## src/rtl/gate_test_sequencer.sv

```systemverilog
// Sweeps the eight 3-bit input vectors of a gate block, holding each for DWELL
// cycles and logging which vectors produced outputs that differ from the reference.
module gate_test_sequencer #(
    parameter int DWELL = 4,
    parameter int NVEC  = 8
) (
    input  logic       clk,
    input  logic       rst,
    input  logic       start,
    input  logic       abort,
    output logic [2:0] vec_out,
    input  logic [2:0] dut_out,
    input  logic [2:0] exp_out,
    output logic       busy,
    output logic       done,
    output logic [3:0] err_cnt,
    output logic [7:0] err_vec
);

    typedef enum logic [1:0] {
        ST_IDLE,
        ST_APPLY,
        ST_DONE
    } state_t;

    localparam int             DW         = (DWELL > 1) ? $clog2(DWELL) : 1;
    localparam logic [DW-1:0]  LAST_DWELL = DW'(DWELL - 1);
    localparam logic [2:0]     LAST_IDX   = 3'(NVEC - 1);

    state_t        state_q, state_d;
    logic [2:0]    idx_q, idx_d;
    logic [DW-1:0] dwell_q, dwell_d;
    logic [3:0]    err_cnt_d;
    logic [7:0]    err_vec_d;
    logic [2:0]    vec_d;
    logic          busy_d, done_d;
    logic          sample;

    assign sample = (state_q == ST_APPLY) && (dwell_q == LAST_DWELL);

    // State, counters and the registered outputs all advance together.
    always_ff @(posedge clk) begin
        // NOTE: sequential state uses non-blocking assignments so every register
        // sees the pre-edge values of the others, independent of statement order.
        if (rst) begin
            state_q <= ST_IDLE;
            idx_q   <= '0;
            dwell_q <= '0;
            err_cnt <= '0;
            err_vec <= '0;
            vec_out <= '0;
            busy    <= 1'b0;
            done    <= 1'b0;
        end else begin
            state_q <= state_d;
            idx_q   <= idx_d;
            dwell_q <= dwell_d;
            err_cnt <= err_cnt_d;
            err_vec <= err_vec_d;
            vec_out <= vec_d;
            busy    <= busy_d;
            done    <= done_d;
        end
    end

    always_comb begin
        // NOTE: every variable gets a hold default first so no path leaves it
        // unassigned, which would otherwise infer a latch.
        state_d   = state_q;
        idx_d     = idx_q;
        dwell_d   = dwell_q;
        err_cnt_d = err_cnt;
        err_vec_d = err_vec;
        case (state_q)
            ST_IDLE: begin
                if (start && !abort) begin
                    state_d   = ST_APPLY;
                    idx_d     = '0;
                    dwell_d   = '0;
                    err_cnt_d = '0;
                    err_vec_d = '0;
                end
            end
            ST_APPLY: begin
                // Abort outranks a coincident sample, which is then dropped.
                if (abort) begin
                    state_d = ST_IDLE;
                    idx_d   = '0;
                    dwell_d = '0;
                end else if (sample) begin
                    if (dut_out != exp_out) begin
                        err_cnt_d        = err_cnt + 4'd1;
                        err_vec_d[idx_q] = 1'b1;
                    end
                    dwell_d = '0;
                    if (idx_q == LAST_IDX) begin
                        state_d = ST_DONE;
                        idx_d   = '0;
                    end else begin
                        idx_d = idx_q + 3'd1;
                    end
                end else begin
                    dwell_d = dwell_q + 1'b1;
                end
            end
            ST_DONE: state_d = ST_IDLE;
            default: state_d = ST_IDLE;
        endcase
    end

    // Output values are decoded from the next state so the registers line up
    // with the state they describe.
    always_comb begin
        vec_d  = (state_d == ST_APPLY) ? idx_d : 3'd0;
        busy_d = (state_d == ST_APPLY);
        done_d = (state_d == ST_DONE);
    end

endmodule
```

## config.mk

```make
export PLATFORM = sky130hd
export DESIGN_NAME = gate_test_sequencer
export DESIGN_NICKNAME = d
export VERILOG_FILES = /design/src/rtl/gate_test_sequencer.sv
export SDC_FILE = /design/constraint.sdc
export NUM_CORES = 1
export LEC_CHECK = 0
export ABC_AREA = 1
export CAP_MARGIN = 30
export CORE_AREA = 2 2 65 67
export CTS_BUF_LIST = sky130_fd_sc_hd__clkbuf_8
export DETAILED_ROUTE_END_ITERATION = 8
export DIE_AREA = 0 0 67 69
export GPL_ROUTABILITY_DRIVEN = 0
export SYNTH_ARGS = -nofsm -noshare
export SYNTH_HDL_FRONTEND = slang
export SYNTH_SLANG_ARGS = --single-unit
```

## constraint.sdc

```tcl
create_clock -name clk -period 1.3 [get_ports clk]
set_clock_uncertainty 0.15 [all_clocks]
set_input_delay 0.26 -clock clk [delete_from_list [all_inputs] [get_ports clk]]
set_output_delay 0.26 -clock clk [all_outputs]
set_load 0.1 [all_outputs]
```

==> results.cfg <==
[placement]
portBuffers = 26
dpl_worst_slack_ps = -479
hpwl_um = 1930
dpl_cell_area_mm2 = 0.00180

[clock_network]
clk_pin_slew_worst_paths_ps = 90
clockBufferDepth = 2
numCtsBuffers = 3
cts_htree_levels = 1
cts-root-buf = clkbuf_8
clk_latency_ps = 270
cts.sinks = 24
cts_tree = built

[finish]
drive_gt1_share_pct = 49.7
seqCellArea_um2 = 517
fin_nets = 210
fill_cells = 373
syn_to_final_growth_pct = 75.2
n_antenna_cell = 0
stdcell_area_mm2 = 0.00199
multi_input_area_um2 = 644

[grt]
grt_start_max_net_pins = 15
use_met1_pct = 13.2
grt_pass1_wl_um = 3930
grt.busiest_layer = met2
grt_pass1_vias = 960
grt_use_met3_pct = 2.77
grt_use_total_pct = 10.8
grtUsageMet2_pct = 17.8
gr-total-overflow = 0
antenna_found_initial = 0

[outcome]
status = complete, but fails checks
failed_checks = setup timing

[run]
max_cap_viol_count = 0

[synthesis]
synth_cell_types = 24
synth_flop_cell = dfxtp_1
ys_warn_count = 0
yosysTopAreaCell = dfxtp_1
synth_edf_count = 0
yosys-top-cells-count = nand2_1, inv_1, dfxtp_1, nor2_1, a21oi_1
yosysMostFrequentCell = nand2_1
ys_top_cells_by_area = dfxtp_1, nand2_1, inv_1
async_flop_share_pct = 0
syn_inst = 149
avgSynthCellArea_um2 = 7.61
syn-cell-area_mm2 = 0.00113
ys_seq_area_share_pct = 42.4
synth_nets = 163
synth-seq-cells = 24
synth_top_area_share_pct = 42.4

[route]
drtAntennaViolNets = 0
routed_wl_um = 2580
vias_per_cell = 4.22
drt_iter0_markers = 32
drt_pre_antenna_iters = 4
vias = 1034
post_drt_wl_per_cell_um = 10.5
drcViolationCount = 0

[timing]
min_period_ps = 1320
holdWs_ps = 321
rsz0062_at_grt = yes
period_share_pct = 102
hold_violations = 0
setup_violations = 1
slew_headroom_pct = 82.7
drv_slew = 0
tightest_slew_ps = 259
tns_ps = -21.6
max_freq_mhz = 757
worst_slack_ps = -21.6

[critical_path]
path_class = reg2reg
crit_fanout = 5
r2r-start = state_q[0]
arrival_ps = 1370
r2r_slack_ps = -20
cp-startpoint = state_q[0]
worstRegToRegCells = 8
reg2reg_to = vec_out[2]
crit_required_ps = 1350
cp-start-kind = flop
endpoint_kind = flop

[worst_hold_path]
min_to = err_cnt[0]
hold_class = reg2reg
hold_start = err_cnt[0]
hold_depth = 1

[die]
die_y_um = 69
start_util_pct = 29.0
num_rows = 23
die_area_mm2 = 0.00462
io_pins = 27
core_mm2 = 0.00391
die_x_um = 67

[power_and_ir_drop]
ir_worst_vdd_v = 0.000511
p_leak_nw = 0.860
powerDensity_mw_per_mm2 = 796
power.total_mw = 1.58
-- area by class of cell --
| cell class | instances | area share (%) |
|---|---|---|
| clock buffer | 3 | 2.08 |
| clock inverter | 1 | 1.51 |
| inverter | 31 | 6.11 |
| multi-input combinational | 93 | 32.5 |
| sequential | 24 | 26.0 |
| tap | 50 | 3.15 |
| timing repair buffer | 43 | 28.7 |
-- flip-flops by register name, indices dropped and copies added, names as in the netlist --
register  count
done          1
err_vec       8
idx_q         3
vec_out       3
busy          1
err_cnt       4
dwell_q       2
state_q       2
-- power by group --
group / leakage, nW / internal (mW) / total, mW / switching [mW]
logic: 0.618 / 0.0792 / 0.185 / 0.106
registers: 0.206 / 0.737 / 0.743 / 0.00594
clock network: 0.0357 / 0.412 / 0.652 / 0.241
-- cells by family after synthesis --
family	after synthesis	synth area share [%]
AO/OA/AOI/OAI	19	10.2
XOR/XNOR	3	2.32
adder cells (fa/ha/maj)	4	4.42
flip-flops	24	42.4
AND/OR/NAND/NOR	67	29.7
buffers and inverters	32	11.0
-- through the flow --
step / util [%] / std cells
after floorplan: - / 149
after global placement: 46.1 / 239
after detailed placement: 46.1 / 239
after CTS: 48.8 / 244
after global routing: 50.7 / 245
final: 50.7 / 245
-- placed cells by master (no fill, tap or decap), types with 3 or more instances in the layout --
cell	n
nand2_4	4
nand2_2	5
buf_12	18
nand2_1	27
a21oi_1	6
inv_2	6
nor2_1	17
ha_4	3
dfxtp_2	20
dfxtp_4	3
dlygate4sd2_1	6
inv_1	24
nand3_1	3
a21oi_2	7
clkbuf_8	3
buf_4	15
-- worst max-delay path by stage --
stage                       endpoint  cells past startpoint
final                     vec_out[2]                      8
after global placement    vec_out[0]                      7
after floorplan           err_cnt[2]                      4
after detailed placement  vec_out[0]                      7
after CTS                   idx_q[1]                      8
after global routing      err_cnt[1]                      9
-- critical path, stage by stage, from the launching register on --
cell	delay [ps]
dfxtp_2	330
inv_2	50
nor2_4	110
nand2_4	80
nor2_4	160
nand2_1	120
nand3_2	90
nand2_4	60
nor2_1	120
-- routing by layer --
layer | wire [µm] | vias to the layer above
li1 | - | 551
met1 | 1080 | 457
met2 | 1300 | 22
met3 | 165 | 4
met4 | 33 | 0
met5 | 0 | -
-- repair_timing --
item                                    4_1_cts  5_1_grt
pin swaps                                     9        5
setup buffers                                 1        1
gates resized for setup                      17       19
endpoints found under the setup margin       23       22
hold buffers                                  0        0
No activity file was read; power rests on OpenSTA's default activity.
